==> config.mk <==
export PLATFORM = sky130hd
export DESIGN_NAME = uart_rx
export DESIGN_NICKNAME = d
export VERILOG_FILES = /design/src/rtl/uart_rx_pkg.sv /design/src/rtl/uart_rx_sync.sv /design/src/rtl/uart_rx.sv
export SDC_FILE = /design/constraint.sdc
export NUM_CORES = 1
export LEC_CHECK = 0
export CAP_MARGIN = 20
export CORE_ASPECT_RATIO = 0.6
export CORE_MARGIN = 2
export CORE_UTILIZATION = 28
export DETAILED_ROUTE_END_ITERATION = 6
export MAX_ROUTING_LAYER = met4
export PLACE_DENSITY_LB_ADDON = 0.08
export SLEW_MARGIN = 0
export SYNTH_ARGS = -nofsm -noshare
export SYNTH_HDL_FRONTEND = slang
export SYNTH_HIERARCHICAL = 1
export SYNTH_SLANG_ARGS = --single-unit
==> constraint.sdc <==
create_clock -name i_clk -period 3.81 [get_ports i_clk]
set_input_delay 0.5715 -clock i_clk [delete_from_list [all_inputs] [get_ports i_clk]]
set_output_delay 0.5715 -clock i_clk [all_outputs]
set_load 0.05 [all_outputs]
==> src/rtl/uart_rx_pkg.sv <==
// Shared UART definitions: receiver FSM encoding and the baud divisor helper
// used by both uart_tx and uart_rx so a loopback pair agrees on bit timing.
package uart_rx_pkg;

    typedef enum logic [1:0] {
        ST_IDLE  = 2'd0,
        ST_START = 2'd1,
        ST_DATA  = 2'd2,
        ST_STOP  = 2'd3
    } rx_state_t;

    function automatic int baud_div(input int sys_clk, input int baud);
        return sys_clk / baud;
    endfunction

endpackage

==> src/rtl/uart_rx_sync.sv <==
// Two-flop synchroniser for the asynchronous serial line plus a falling-edge
// detector; every flop resets to the idle (high) line level.
module uart_rx_sync (
    input  logic clk,
    input  logic rst,
    input  logic line,
    output logic synced,
    output logic fall
);

    logic meta;
    logic stable;
    logic prev;

    always_ff @(posedge clk) begin
        if (rst) begin
            meta   <= 1'b1;
            stable <= 1'b1;
            prev   <= 1'b1;
        end else begin
            meta   <= line;
            stable <= meta;
            prev   <= stable;
        end
    end

    assign synced = stable;
    assign fall   = ~stable & prev;

endmodule

==> src/rtl/uart_rx.sv <==
// UART receiver: start-bit qualification at half a bit, mid-bit data sampling,
// stop-bit check, and a one-cycle valid or framing-error pulse per frame.
module uart_rx
    import uart_rx_pkg::*;
#(
    parameter int P_SYSTEM_CLK      = 50_000_000,
    parameter int P_UART_BUADRATE   = 9600,
    parameter int P_UART_DATA_WIDTH = 8,
    parameter int P_UART_STOP_WIDTH = 1
) (
    input  logic                         i_clk,
    input  logic                         i_rst,
    input  logic                         i_uart_rx,
    output logic [P_UART_DATA_WIDTH-1:0] o_user_rx_data,
    output logic                         o_user_rx_valid,
    output logic                         o_rx_frame_err
);

    localparam int DIV   = baud_div(P_SYSTEM_CLK, P_UART_BUADRATE);
    localparam int HALF  = DIV / 2;
    localparam int CNT_W = $clog2(DIV);
    localparam int IDX_W = (P_UART_DATA_WIDTH > 1) ? $clog2(P_UART_DATA_WIDTH) : 1;

    localparam logic [CNT_W-1:0] CNT_MID   = CNT_W'(HALF - 1);
    localparam logic [CNT_W-1:0] CNT_LAST  = CNT_W'(DIV - 1);
    localparam logic [IDX_W-1:0] IDX_LAST  = IDX_W'(P_UART_DATA_WIDTH - 1);
    localparam logic             STOP_LAST = 1'(P_UART_STOP_WIDTH - 1);

    if (DIV < 4) begin : g_bad_div
        $error("uart_rx: baud divisor must be at least 4");
    end
    if (P_UART_STOP_WIDTH < 1 || P_UART_STOP_WIDTH > 2) begin : g_bad_stop
        $error("uart_rx: stop width must be 1 or 2");
    end

    logic synced;
    logic fall;

    uart_rx_sync u_sync (
        .clk    (i_clk),
        .rst    (i_rst),
        .line   (i_uart_rx),
        .synced (synced),
        .fall   (fall)
    );

    rx_state_t                    state;
    logic [CNT_W-1:0]             cnt;
    logic [IDX_W-1:0]             bit_idx;
    logic                         stop_idx;
    logic [P_UART_DATA_WIDTH-1:0] shift_reg;
    logic                         err;
    logic                         done;

    always_ff @(posedge i_clk) begin
        if (i_rst) begin
            state           <= ST_IDLE;
            cnt             <= '0;
            bit_idx         <= '0;
            stop_idx        <= 1'b0;
            shift_reg       <= '0;
            err             <= 1'b0;
            done            <= 1'b0;
            o_user_rx_data  <= '0;
            o_user_rx_valid <= 1'b0;
            o_rx_frame_err  <= 1'b0;
        end else begin
            done            <= 1'b0;
            o_user_rx_valid <= 1'b0;
            o_rx_frame_err  <= 1'b0;

            // Frame result is published the cycle after the last stop sample.
            if (done) begin
                if (err) begin
                    o_rx_frame_err <= 1'b1;
                end else begin
                    o_user_rx_valid <= 1'b1;
                    o_user_rx_data  <= shift_reg;
                end
            end

            case (state)
                ST_IDLE: begin
                    if (fall) begin
                        state <= ST_START;
                        cnt   <= '0;
                    end
                end

                ST_START: begin
                    if (cnt == CNT_MID) begin
                        cnt     <= '0;
                        bit_idx <= '0;
                        state   <= synced ? ST_IDLE : ST_DATA;
                    end else begin
                        cnt <= cnt + 1'b1;
                    end
                end

                ST_DATA: begin
                    if (cnt == CNT_LAST) begin
                        cnt                <= '0;
                        shift_reg[bit_idx] <= synced;
                        if (bit_idx == IDX_LAST) begin
                            state    <= ST_STOP;
                            stop_idx <= 1'b0;
                            err      <= 1'b0;
                        end else begin
                            bit_idx <= bit_idx + 1'b1;
                        end
                    end else begin
                        cnt <= cnt + 1'b1;
                    end
                end

                ST_STOP: begin
                    if (cnt == CNT_LAST) begin
                        cnt <= '0;
                        if (!synced) begin
                            err <= 1'b1;
                        end
                        // Leaving at mid-stop lets a back-to-back start edge be caught.
                        if (stop_idx == STOP_LAST) begin
                            state <= ST_IDLE;
                            done  <= 1'b1;
                        end else begin
                            stop_idx <= stop_idx + 1'b1;
                        end
                    end else begin
                        cnt <= cnt + 1'b1;
                    end
                end

                default: state <= ST_IDLE;
            endcase
        end
    end

endmodule
==> results.py, run 1 <==
metrics = {
    "die": {
        "ios": 13,
        "coreArea_sq_um": 6590,
        "dieArea_sq_um": 7390,
        "dieHeight_um": 67.4,
        "start_util_pct": 28.5,
        "die_x_um": 110,
        "fp-row-count": 23,
    },
    "critical_path": {
        "required_ns": 4.03,
        "crit_path_start_kind": "register",
        "cpPeakStageDelay_ns": 0.57,
        "critPathTopFamily": "simple AND/OR/NAND/NOR gates",
        "crit_type": "register to register",
        "endpoint_kind": "register",
        "critical_path.slowest_cell": "or4_4",
        "reg2reg_slack_ns": 1.17,
        "cp.buffers_inverters": 0,
        "crit_chain": "ha_1 -> or3b_4 -> or4_4 -> o2bb2ai_1 -> or4_1 -> a21oi_1",
        "worstPathArrival_ns": 2.86,
        "cp_max_fo": 11,
    },
    "timing": {
        "clock_skew_ns": 0.00796,
        "setup_viol": 0,
        "clock.fmax_mhz": 379,
        "tightest_slew_ns": 0.983,
        "setup-tns-final_ns": 0,
        "drv_slew": 0,
        "rsz0062_at_grt": "no",
        "slew_headroom_pct": 34.0,
        "fin_crit_sh_pct": 69.2,
        "finalHoldViolCount": 0,
        "hold_ws_ns": 0.414,
        "min_period_ns": 2.64,
    },
    "clock_network": {
        "cts_htree_levels": 2,
        "cts_tree": "yes",
        "clk_pin_slew_worst_paths_ns": 0.08,
        "cts_buffers": 5,
        "cts_setup_buffers": 0,
        "clk_latency_ns": 0.29,
        "clock_path_buffers": 2,
        "ctsResizeCount": 0,
        "postCtsHoldBufs": 0,
        "cts_root_buffer": "clkbuf_8",
        "clkSinkCount": 41,
    },
    "synth": {
        "ys_seq_area_share_pct": 43.8,
        "ys_seq_elements": 41,
        "synthesis.area_sq_um": 1880,
        "synth-edff-count": 0,
        "yosysUniqueCellTypes": 42,
        "async_flop_share_pct": 0,
        "synth_fp_nets": 228,
        "syn-instance-count": 222,
        "ys.flop_type": "dfxtp_1",
        "synth_area_per_cell_sq_um": 8.45,
        "ys_warn_count": 6,
    },
    "finish": {
        "mostFrequentLayoutCells": "41 x dfxtp_1, 32 x nand2_1, 27 x nor2_1",
        "fin_util_pct": 33.2,
        "nFillCells": 689,
        "area_growth_syn_to_layout_pct": 16.6,
        "final_nets": 236,
        "layout_commonest_cell": "dfxtp_1",
        "finish.instance_area_sq_um": 2190,
        "multiInputGateArea_sq_um": 991,
        "largest_reg_flops": 13,
        "drive_gt1_share_pct": 5.19,
        "antenna_cells": 0,
        "regArea_sq_um": 821,
    },
    "run_status": {
        "status": "finished, final reports clean",
    },
    "route": {
        "vias_per_cell": 4.74,
        "drt_iter0_markers": 115,
        "wl_um": 4140,
        "vias": 1508,
        "wl_per_cell_um": 13.0,
        "ant_nets": 0,
        "drtPass1Iterations": 4,
        "drc": 0,
    },
    "min_path": {
        "hold_path_class": "register to register",
    },
    "place": {
        "port_buffers": 12,
        "place.gp.congestion": 0.787,
        "dp_hpwl_um": 2910,
        "placed_cell_area_sq_um": 2070,
    },
    "global_route": {
        "grtUsageTotal_pct": 12.8,
        "grt_first_pass_wirelength_um": 6890,
        "grt_overflow": 0,
        "grt_max_degree": 31,
        "antenna_found_initial": 0,
        "grt_pass1_vias": 1283,
    },
    "pwr": {
        "leakage_nw": 0.788,
        "power_density_nw_per_um2": 384,
        "ir_drop_uv": 175,
    },
    "flow_run": {
        "drv_cap": 0,
    },
}
==> worst reg2reg max path: stages, from the launching register on <==
cell and delay (ns):
dfxtp_1 0.39, ha_1 0.23, or3b_4 0.42, or4_4 0.57
o2bb2ai_1 0.35, or4_1 0.49, a21oi_1 0.13
==> layout make-up <==
class,instances,share of cell area [%]
Clock inverter,1,1.37
Clock buffer,7,3.95
Multi-Input combinational cell,164,45.3
Inverter,4,0.686
Sequential cell,41,37.5
Tap cell,87,4.98
Timing Repair Buffer,14,6.18
==> per-layer routing <==
metal | vias to the layer above | wire length [um] | track usage [%] | share of wire (%)
li1 | 797 | - | - | -
met3 | 2 | 219 | 3.76 | 5.3
met4 | 0 | 25 | 3.80 | 0.60
met1 | 680 | 2440 | 20.9 | 59
met5 | - | 0 | - | 0
met2 | 29 | 1460 | 13.7 | 35
==> cells by family after synthesis <==
| logic type | after synthesis | synth area share (%) |
|---|---|---|
| simple gates | 110 | 30.6 |
| flops | 41 | 43.8 |
| compound gates | 36 | 12.3 |
| buf+inv | 17 | 3.40 |
| mux | 13 | 6.94 |
| fa+ha+maj | 3 | 2.00 |
| xor+xnor | 2 | 0.934 |
==> report_power, final <==
| part | switching, mW | leakage [nW] | internal, mW |
|---|---|---|---|
| sequential | 0.00609 | 0.331 | 0.432 |
| combinational | 0.0258 | 0.399 | 0.0131 |
| clock | 0.148 | 0.0585 | 0.214 |
==> Yosys cell counts (2+ instances only) <==
library cell  instances  area (sq um)
a21oi_1              13          65.1
a22o_1                3          26.3
a31oi_1               8          50.1
and2_1                4          25.0
and3_1                3          18.8
buf_1                 2          7.51
clkbuf_1             11          41.3
dfxtp_1              41           821
ha_1                  3          37.5
inv_1                 4          15.0
mux2i_1              13           130
nand2_1              32           120
nand2b_1              7          43.8
nand3_1               5          25.0
nand3b_1              2          15.0
nand4_1               8          50.1
nor2_1               27           101
nor2b_1               5          31.3
nor4_1                4          25.0
o21ai_0               3          15.0
or2_1                 3          18.8
==> worst paths after layout <==
check               from       endpoint  depth (start not counted)
max               cnt[1]       register                          6
min          u_sync/meta  u_sync/synced                          1
max reg2reg       cnt[1]       register                          6
min reg2reg  u_sync/meta  u_sync/synced                          1
==> metrics by stage <==
stage	power (mW)	setup slack, ns	std cells
finish	0.839	1.17	318
global route	0.877	1.05	318
CTS	0.854	1.17	318
detailed placement	0.487	1.17	310
global placement	0.487	1.23	310
floorplan	0.474	1.59	222
No activity file was read; power rests on OpenSTA's default activity.
==> run 2: changes to the inputs <==
==> constraint.sdc (replaced) <==
create_clock -name i_clk -period 2.2 [get_ports i_clk]
set_input_delay 0.33 -clock i_clk [delete_from_list [all_inputs] [get_ports i_clk]]
set_output_delay 0.33 -clock i_clk [all_outputs]
set_load 0.05 [all_outputs]
==> results.py, run 2 (synthesis results as in run 1) <==
metrics = {
    "route": {
        "drtPass1Iterations": 4,
        "drt_iter0_markers": 86,
        "wl_um": 4520,
        "wl_per_cell_um": 13.4,
        "ant_nets": 0,
        "vias": 1609,
        "vias_per_cell": 4.76,
        "drc": 0,
    },
    "die": {
        "dieHeight_um": 67.4,
        "coreArea_sq_um": 6590,
        "ios": 13,
        "start_util_pct": 28.5,
        "dieArea_sq_um": 7390,
        "fp-row-count": 23,
        "die_x_um": 110,
    },
    "timing": {
        "hold_ws_ns": 0.415,
        "finalHoldViolCount": 0,
        "drv_slew": 0,
        "clock_skew_ns": 0.0122,
        "min_period_ns": 2.12,
        "clock.fmax_mhz": 472,
        "rsz0062_at_grt": "yes",
        "tightest_slew_ns": 0.605,
        "setup_viol": 0,
        "slew_headroom_pct": 59.6,
        "setup-tns-final_ns": 0,
        "fin_crit_sh_pct": 96.4,
    },
    "global_route": {
        "antenna_found_initial": 0,
        "grt_overflow": 0,
        "grt_max_degree": 15,
        "grt_first_pass_wirelength_um": 7360,
        "grt_pass1_vias": 1412,
        "grtUsageTotal_pct": 14.0,
    },
    "clock_network": {
        "cts_setup_buffers": 0,
        "cts_tree": "yes",
        "cts_root_buffer": "clkbuf_8",
        "clkSinkCount": 41,
        "postCtsHoldBufs": 0,
        "cts_htree_levels": 2,
        "clk_pin_slew_worst_paths_ns": 0.09,
        "clock_path_buffers": 2,
        "clk_latency_ns": 0.30,
        "cts_buffers": 5,
    },
    "critical_path": {
        "crit_type": "register to register",
        "r2r_start": "cnt[4]",
        "reg2reg_slack_ns": 0.08,
        "endpoint_kind": "register",
        "worstPathArrival_ns": 2.36,
        "startpoint": "cnt[4]",
        "crit_path_start_kind": "register",
        "required_ns": 2.44,
        "cp_max_fo": 4,
    },
    "finish": {
        "layout_commonest_cell": "dfxtp_1",
        "largest_reg_flops": 13,
        "drive_gt1_share_pct": 15.5,
        "final_nets": 256,
        "area_growth_syn_to_layout_pct": 26.1,
        "nFillCells": 688,
        "mostFrequentLayoutCells": "39 x dfxtp_1, 32 x nand2_1, 27 x nor2_1",
        "antenna_cells": 0,
    },
    "min_path": {
        "hold_path_class": "register to register",
        "hp-start": "u_sync/meta",
    },
    "run_status": {
        "status": "finished, final reports clean",
    },
    "pwr": {
        "leakage_nw": 0.891,
        "ir_drop_uv": 211,
        "power_density_nw_per_um2": 629,
    },
    "place": {
        "place.gp.congestion": 0.801,
        "dp_hpwl_um": 3300,
        "port_buffers": 12,
    },
    "flow_run": {
        "drv_cap": 0,
    },
}
==> run 2: cell types whose count changed in the layout (fill, tap and decap cells not counted), sizes merged <==
cell  before  now
buf        2   22
==> run 2: worst max-delay path: stages, from the launching register on <==
cell and delay, ns:
dfxtp_1 0.34, or3b_1 0.43, or4_4 0.60, o2bb2ai_1 0.16, or4_1 0.41, a21oi_2 0.12
==> run 2: cell type report <==
class | count | area (sq um) | area share, %
Clock buffer | 7 | 86.3 | 3.65
Clock inverter | 1 | 30.0 | 1.27
Inverter | 4 | 15.0 | 0.635
Multi-Input combinational cell | 164 | 1020 | 43.0
Sequential cell | 41 | 823 | 34.8
Tap cell | 87 | 109 | 4.60
Timing Repair Buffer | 34 | 285 | 12.1
==> run 2: metrics by stage <==
step / setup WS, ns / std cells / cell area (sq um) / util, % / power [mW]
after floorplan: 0.00525 / 222 / 1880 / - / 0.822
after CTS: 0.0255 / 338 / 2350 / 35.7 / 1.51
after global placement: -0.0109 / 330 / 2220 / 33.8 / 0.861
after detailed placement: -0.0505 / 330 / 2220 / 33.8 / 0.860
after global routing: -0.0277 / 338 / 2360 / 35.9 / 1.55
final: 0.0802 / 338 / 2360 / 35.9 / 1.49
==> run 2: per-layer routing <==
| metal | global-route usage [%] | wire (um) |
|---|---|---|
| met1 | 21.8 | 2720 |
| met2 | 16.1 | 1490 |
| met5 | - | 0 |
| met4 | 5.38 | 74 |
| met3 | 3.67 | 239 |
==> run 2: worst paths after layout <==
| check | to | cells past startpoint |
|---|---|---|
| setup / recovery | register | 5 |
| hold / removal | u_sync/synced | 1 |
| hold reg to reg | u_sync/synced | 1 |
| setup reg to reg | register | 5 |
==> run 2: timing repair <==
| item | 4_1_cts | 5_1_grt |
|---|---|---|
| pin swaps | 1 | 1 |
| setup endpoints to repair | 3 | 10 |
| gates resized for setup | 2 | 3 |
==> run 2: report_power, final <==
group          leakage [nW]  internal [mW]  switching, mW
Sequential            0.332          0.748        0.00933
Combinational         0.501         0.0357         0.0507
Clock                0.0585          0.370          0.273
